`src/rtl/apb_arb2.sv`:
```
// apb_arb2: two-requester APB arbiter in front of one shared APB completer.
// The arbiter grants round-robin, runs one full setup/access transfer for the
// winner, and routes the response back to that requester only. If the
// completer stalls, a timeout ends the access with an error response.
//
// Ports:
//   clk, rstn                     clock; asynchronous active-low reset
//   sN_psel/penable/pwrite/paddr/pwdata (N=0,1)  upstream requests
//   sN_prdata/pready/pslverr      upstream response; combinational, valid
//                                 only for the granted port
//   m_psel/penable/pwrite/paddr/pwdata           downstream request (registered)
//   m_prdata/pready/pslverr       downstream response
module apb_arb2 #(
  parameter int unsigned ADDR_WIDTH = 32,
  parameter int unsigned DATA_WIDTH = 32,
  parameter int unsigned TIMEOUT    = 16
) (
  input  logic                  clk,
  input  logic                  rstn,
  input  logic                  s0_psel,
  input  logic                  s0_penable,
  input  logic                  s0_pwrite,
  input  logic [ADDR_WIDTH-1:0] s0_paddr,
  input  logic [DATA_WIDTH-1:0] s0_pwdata,
  output logic [DATA_WIDTH-1:0] s0_prdata,
  output logic                  s0_pready,
  output logic                  s0_pslverr,
  input  logic                  s1_psel,
  input  logic                  s1_penable,
  input  logic                  s1_pwrite,
  input  logic [ADDR_WIDTH-1:0] s1_paddr,
  input  logic [DATA_WIDTH-1:0] s1_pwdata,
  output logic [DATA_WIDTH-1:0] s1_prdata,
  output logic                  s1_pready,
  output logic                  s1_pslverr,
  output logic                  m_psel,
  output logic                  m_penable,
  output logic                  m_pwrite,
  output logic [ADDR_WIDTH-1:0] m_paddr,
  output logic [DATA_WIDTH-1:0] m_pwdata,
  input  logic [DATA_WIDTH-1:0] m_prdata,
  input  logic                  m_pready,
  input  logic                  m_pslverr
);

  // The counter only has to reach TIMEOUT-1; keep it at least one bit wide.
  localparam int unsigned   CW       = (TIMEOUT < 2) ? 1 : $clog2(TIMEOUT);
  localparam bit            TO_EN    = (TIMEOUT != 0);
  localparam logic [CW-1:0] CNT_LAST = (TIMEOUT == 0) ? '0 : CW'(TIMEOUT - 1);

  typedef enum logic [1:0] {IDLE, SETUP, ACCESS} state_t;

  state_t        state_q, state_d;
  logic          grant_q, grant_d;
  logic          last_q, last_d;
  logic [CW-1:0] cnt_q, cnt_d;
  logic          load;
  logic          gsel;
  logic          done;
  logic          timeout_hit;

  // penable is not part of arbitration; the request is psel alone.
  logic unused_penable;
  assign unused_penable = s0_penable ^ s1_penable;

  // Next-state, arbitration and completion decode.
  always_comb begin
    state_d     = state_q;
    grant_d     = grant_q;
    last_d      = last_q;
    cnt_d       = cnt_q;
    load        = 1'b0;
    gsel        = 1'b0;
    done        = 1'b0;
    timeout_hit = 1'b0;
    unique case (state_q)
      IDLE: begin
        if (s0_psel || s1_psel) begin
          load    = 1'b1;
          gsel    = (s0_psel && s1_psel) ? ~last_q : s1_psel;
          grant_d = gsel;
          state_d = SETUP;
        end
      end
      SETUP: state_d = ACCESS;
      ACCESS: begin
        if (m_pready) begin
          done    = 1'b1;
          last_d  = grant_q;
          cnt_d   = '0;
          state_d = IDLE;
        end else if (TO_EN && (cnt_q == CNT_LAST)) begin
          done        = 1'b1;
          timeout_hit = 1'b1;
          last_d      = grant_q;
          cnt_d       = '0;
          state_d     = IDLE;
        end else begin
          cnt_d = cnt_q + CW'(1);
        end
      end
      default: state_d = IDLE;
    endcase
  end

  // State, arbitration bookkeeping and downstream request registers.
  always_ff @(posedge clk or negedge rstn) begin
    if (!rstn) begin
      state_q   <= IDLE;
      grant_q   <= 1'b0;
      last_q    <= 1'b1;
      cnt_q     <= '0;
      m_psel    <= 1'b0;
      m_penable <= 1'b0;
      m_pwrite  <= 1'b0;
      m_paddr   <= '0;
      m_pwdata  <= '0;
    end else begin
      state_q   <= state_d;
      grant_q   <= grant_d;
      last_q    <= last_d;
      cnt_q     <= cnt_d;
      m_psel    <= (state_d != IDLE);
      m_penable <= (state_d == ACCESS);
      if (load) begin
        m_pwrite <= gsel ? s1_pwrite : s0_pwrite;
        m_paddr  <= gsel ? s1_paddr  : s0_paddr;
        m_pwdata <= gsel ? s1_pwdata : s0_pwdata;
      end
    end
  end

  // Response steering: a timeout forces error with zero data.
  logic [DATA_WIDTH-1:0] rsp_data;
  logic                  rsp_err;
  assign rsp_data = timeout_hit ? '0 : m_prdata;
  assign rsp_err  = timeout_hit | m_pslverr;

  assign s0_pready  = done & ~grant_q;
  assign s1_pready  = done &  grant_q;
  assign s0_pslverr = s0_pready & rsp_err;
  assign s1_pslverr = s1_pready & rsp_err;
  assign s0_prdata  = {DATA_WIDTH{s0_pready}} & rsp_data;
  assign s1_prdata  = {DATA_WIDTH{s1_pready}} & rsp_data;

endmodule

```
`config.mk`:
```
export PLATFORM = sky130hd
export DESIGN_NAME = apb_arb2
export DESIGN_NICKNAME = d
export VERILOG_FILES = /design/src/rtl/apb_arb2.sv
export SDC_FILE = /design/constraint.sdc
export NUM_CORES = 1
export LEC_CHECK = 0
export ABC_AREA = 1
export BUFFER_PORTS_ARGS = -buffer_cell sky130_fd_sc_hd__buf_2
export CAP_MARGIN = 40
export CELL_PAD_IN_SITES_DETAIL_PLACEMENT = 1
export CELL_PAD_IN_SITES_GLOBAL_PLACEMENT = 2
export CORE_MARGIN = 8
export CORE_UTILIZATION = 20
export DETAILED_ROUTE_END_ITERATION = 10
export PLACE_DENSITY = 0.78
export RECOVER_POWER = 50
export SETUP_SLACK_MARGIN = 0.2
export SYNTH_ARGS = -nofsm -noshare
export SYNTH_HDL_FRONTEND = slang
export SYNTH_SLANG_ARGS = --single-unit
```
`constraint.sdc`:
```
create_clock -name clk -period 2 [get_ports clk]
set_clock_uncertainty 0.15 [all_clocks]
set_input_delay 0.3 -clock clk [delete_from_list [all_inputs] [get_ports clk]]
set_output_delay 0.3 -clock clk [all_outputs]
set_load 0.01 [all_outputs]
```
Yosys cells after proc, flatten, opt, wreduce, memory -nomap -nowiden
Index checks and enable logic that the tools add are counted.
{ "totals": {"word_cells": 52, "register_bits": 75, "in_bits": 170, "out_inout_bits": 135} }
{ "op_classes": {"reduce_logical": 7, "addsub": 1, "eq_ne": 4, "muxes": 22, "bitwise_logic": 9} }
{ "op_table": {"columns": ["op", "n"], "rows": [
  ["2-to-1 mux 32 bit", 3],
  ["bitwise AND 32 bit", 2],
  ["2-to-1 mux 1 bit", 13],
  ["2-to-1 mux 4 bit", 2],
  ["2-to-1 mux 2 bit", 3],
  ["one-hot mux 2 bit (3 select lines)", 1],
  ["adder 4 x 1 -> 4 bit (second input constant)", 1],
  ["bitwise AND 1 bit", 4],
  ["== test 2 bit (second input constant)", 2],
  ["== test 4 bit (second input constant)", 1],
  ["AND reduction 2 bit", 2],
  ["nonzero test 2 bit", 2],
  ["== test 2 x 1 -> 1 bit (second input constant)", 1],
  ["zero test 2 bit", 1],
  ["inverter 1 bit", 2],
  ["logical AND 1 bit", 1],
  ["logical OR 1 bit", 1],
  ["OR 1 bit", 1]
]} }

Depth between registers and ports, before layout
{ "depth": {"depth_word": 6, "depth_mapped": 8, "depth_no_buf": 6} }

Worst setup path before layout
No wires, ideal clock.
{ "synth_timing": {"path_type": "reg2out", "startpoint": "register cnt_q[0]", "endpoint": "output s0_prdata[23]", "setup_slack_ns": 0.257, "stages_incl_launch_ff": 8, "arrival_time_ns": 1.293, "required_time_ns": 1.550, "path_buffers": 1, "path_cell_list": "dfrtp_1 > ha_1 > nand3_1 > inv_1 > nand2_2 > buf_2 > nand2_1 > nor2_1"} }
{ "synth_between": {"elab_chain_cells": 6, "elab_cells_between_ends": 9, "classes_between": "1 x eq/ne; 6 x mux; 2 x bitwise"} }
{ "synth_lines": {"columns": ["item", "line_no", "text"], "rows": [
  ["from (decl)", "56", "logic [CW-1:0] cnt_q, cnt_d;"],
  ["from (signal assigned)", "122", "cnt_q <= cnt_d;"],
  ["== test 4 bit (*)", "92", "end else if (TO_EN && (cnt_q == CNT_LAST)) begin"],
  ["2-to-1 mux 1 bit (*)", "92", null],
  ["2-to-1 mux 1 bit", "87", "if (m_pready) begin"],
  ["2-to-1 mux 1 bit", "76", "unique case (state_q)"],
  ["bitwise AND 1 bit or 2-to-1 mux 32 bit (tied branches)", "139, 136", null],
  ["bitwise AND 32 bit (*)", "143", "assign s0_prdata = {DATA_WIDTH{s0_pready}} & rsp_data;"],
  ["to (decl)", "25", "output logic [DATA_WIDTH-1:0] s0_prdata,"]
]} }
Every way passes the cells marked *; elsewhere a longest branch is shown, timed or not.

Worst setup path after layout
{ "layout_timing": {"startpoint": "register cnt_q[0]", "endpoint": "output s0_prdata[24]"} }
Same word-level chain as after synthesis.

==> results.ini <==
[route]
antenna_left=0
dr.pass1.iters=4
drc=0
wl_per_cell_um=16.59
drtIter0Drc=221
routed-via-count=5292
wirelength_mm=20.79
routed_via_density=4.223

[global_routing]
grt_max_degree=67
grt_usage_pct=14.37
grt_overflow=0
grt_pass1_vias=5511
grt_pass1_wl_mm=31.84
antenna_found_initial=6

[sta]
tns_ps=-11070
worstMarginPinSlew_ps=843.5
report.final.slew_viol_count=0
slew_headroom_pct=43.76
fin_ws_ps=-203.5
max_freq_ghz=0.4538
finalSetupViolations=68
finalHoldViolCount=0
fin_crit_sh_pct=110.2
rsz0062_at_grt=true
final.min_clock_period_ps=2204

[cts]
cts-htree-levels=3
root_buffer=clkbuf_16
clk_latency_ps=330
cts.clk_slew.worst_paths_ps=60
cts_num_sinks=75
cts-buffers-inserted=9
cts_tree=built
cts.path.max_buffers=2

[run]
drv_cap=0

[outcome]
outcome=finished with violations
violations=negative setup slack

[power]
power_mw=8.578
p_int_mw=4.950
clock_power_share_pct=20.6
combPwrFrac_pct=48.4
switchingPower_mw=3.628
p_leak_nw=4.339
power.share.sequential_pct=31.0
p_per_area_nw_per_um2=1179
swShare_pct=42.29
ir_drop_v=0.0005867

[floorplanning]
boundaryPins=305
rows=55
placeableCoreArea_um2=22370
fp.dieH_um=166.2
die_x_um=166.2
start_util_pct=20.17
die_area_um2=27610

[logic_synthesis]
synthAdderAreaFrac_pct=0.2774
synthesis.nets=830
synth-xor-area-share_pct=0
synth_area_um2=4511
async_reset_ff_share_pct=100.0
synth_top_family_by_area=simple AND/OR/NAND/NOR gates
yosysUniqueCellTypes=21
synth-seq-area-share_pct=41.64
ys_ff_latch=75
syn-instance-count=659
yosys-top-cells-area=dfrtp_1 (41%), nand2_1 (20%), nand3b_1 (11%)
synthFlopType=dfrtp_1
netlist.area_leader.share_pct=41.05
yosysWarnings=0
yosys-top-cells-count=nand2_1 (244), inv_1 (76), dfrtp_1 (74), nor2_1 (68), nand3_1 (67)
syn_area_per_cell_um2=6.845
synth_compound_area_share_pct=0.9431
synth_mux_area_share_pct=0.2219
yosysMostFrequentCell=nand2_1
synth_top_cell_by_area=dfrtp_1
synth-simple-area-share_pct=45.33
synth_edf_count=0

[layout]
multi_input_area_um2=2421
final_layout_size_suffix_gt1_share_pct=43.21
fin_area_um2=7278
areaGrowthSynthToFinish_pct=61.36
final_util_pct=32.54
finalNonFillerCells=1253
register_area_um2=1878
num-fill-cells=2812
nNetsFinal=1131

[worst_setup_path]
cp_max_fo=7
cp_slowest_cell=dfrtp_1
cp_slowest_stage_delay_ps=380
crit_path_end_kind=output pin
critPathBufInv=4
critPathTopFamily=buffers and inverters
critical_path.startpoint_type=register
required_ps=1550
critical_path_arrival_ps=1750
cp_common_cell=buf_12
crit_type=reg -> out
cp_cell_sequence=ha_2 > nand3_4 > inv_2 > nand2_4 > buf_12 > buf_12 > nand2_1 > nor2_1 > buf_2

[worst_hold_path]
hp-class=in -> reg

[placement]
dpl.cell_count=1220
portBuffers=302
globalplace.congestion=0.7355
dpl_cell_area_um2=6397
hpwlAfterDp_mm=15.19

cell type report:
| class | count | area share [%] |
|---|---|---|
| clock buffers | 11 | 3.335 |
| inverters | 79 | 4.074 |
| multi-input cells | 461 | 33.26 |
| diodes | 3 | 0.1031 |
| repair buffers | 334 | 27.45 |
| well taps | 285 | 4.899 |
| flip-flops and latches | 75 | 25.80 |
| clock inverters | 5 | 1.066 |
cells in the final DEF (no fill, tap or decap), drive strengths merged:
cell type,count
nand3,69
diode,3
buf,326
bufinv,2
nand3b,64
a21oi,3
clkinvlp,1
inv,79
clkinv,2
nand2,247
nand4,1
o211ai,1
ha,1
mux2i,1
dfstp,1
clkbuf,18
nor2,70
dfrtp,74
dlygate4sd3,1
o21ai,4
timing repair:
item,in CTS,in global routing
endpoints found under the hold margin,29,0
setup endpoints to repair,68,71
hold buffers,1,0
gates cloned,2,3
pin swaps,6,27
setup buffers,5,3
gates resized for setup,16,81
sequential cells by signal, indices dropped and copies added (netlist names):
signal     flops
m_paddr       32
m_pwdata      32
cnt_q          4
state_q        2
grant_q        1
last_q         1
m_penable      1
m_psel         1
m_pwrite       1
path summary, 6_finish.rpt:
path	startpoint	slack, ps	cells past startpoint	end
max in group asynchronous	rstn	180	3	m_paddr[28]
min	s0_pwdata[2]	110	5	m_pwdata[2]
max	cnt_q[0]	-200	9	s0_prdata[24]
min in group asynchronous	rstn	450	2	m_paddr[8]
max reg2reg	state_q[1]	390	6	m_paddr[19]
min reg2reg	m_paddr[11]	320	2	m_paddr[11]
layer usage:
layer	track usage, %	part of all wire, %
met1	17.39	43
met2	24.14	50
met3	4.564	6.1
met4	4.032	1.2
met5	0	0.22
worst register-to-register path, delay by kind of cell, from the launching register on:
| family | cells | cell delay [ps] |
|---|---|---|
| flip-flops | 1 | 460 |
| buffers and inverters | 2 | 340 |
| AND/OR/NAND/NOR | 4 | 610 |
kinds of logic after synthesis:
group                    count (synthesis)
AO/OA/AOI/OAI                            8
adder cells (fa/ha/maj)                  1
buffers and inverters                  123
flip-flops                              75
multiplexers                             1
AND/OR/NAND/NOR                        451
power by group through the flow:
stage	combinational (mW)	sequential (mW)	clock, mW
2_1_floorplan	1.96	2.96	0
3_3_place_gp	4.05	2.65	0
3_5_place_dp	4.12	2.66	0
4_1_cts	4.16	2.66	1.85
5_1_grt	4.65	2.76	1.90
6_report	4.15	2.66	1.77
metrics by stage:
step	worst slack, ps	hold slack, ps
final	-203.5	108.4
after floorplan	256.9	-145.6
after global routing	-292.5	106.8
after CTS	-174.8	89.96
after detailed placement	106.8	149.3
after global placement	104.0	145.3
Power figures use the tool's default switching activity.
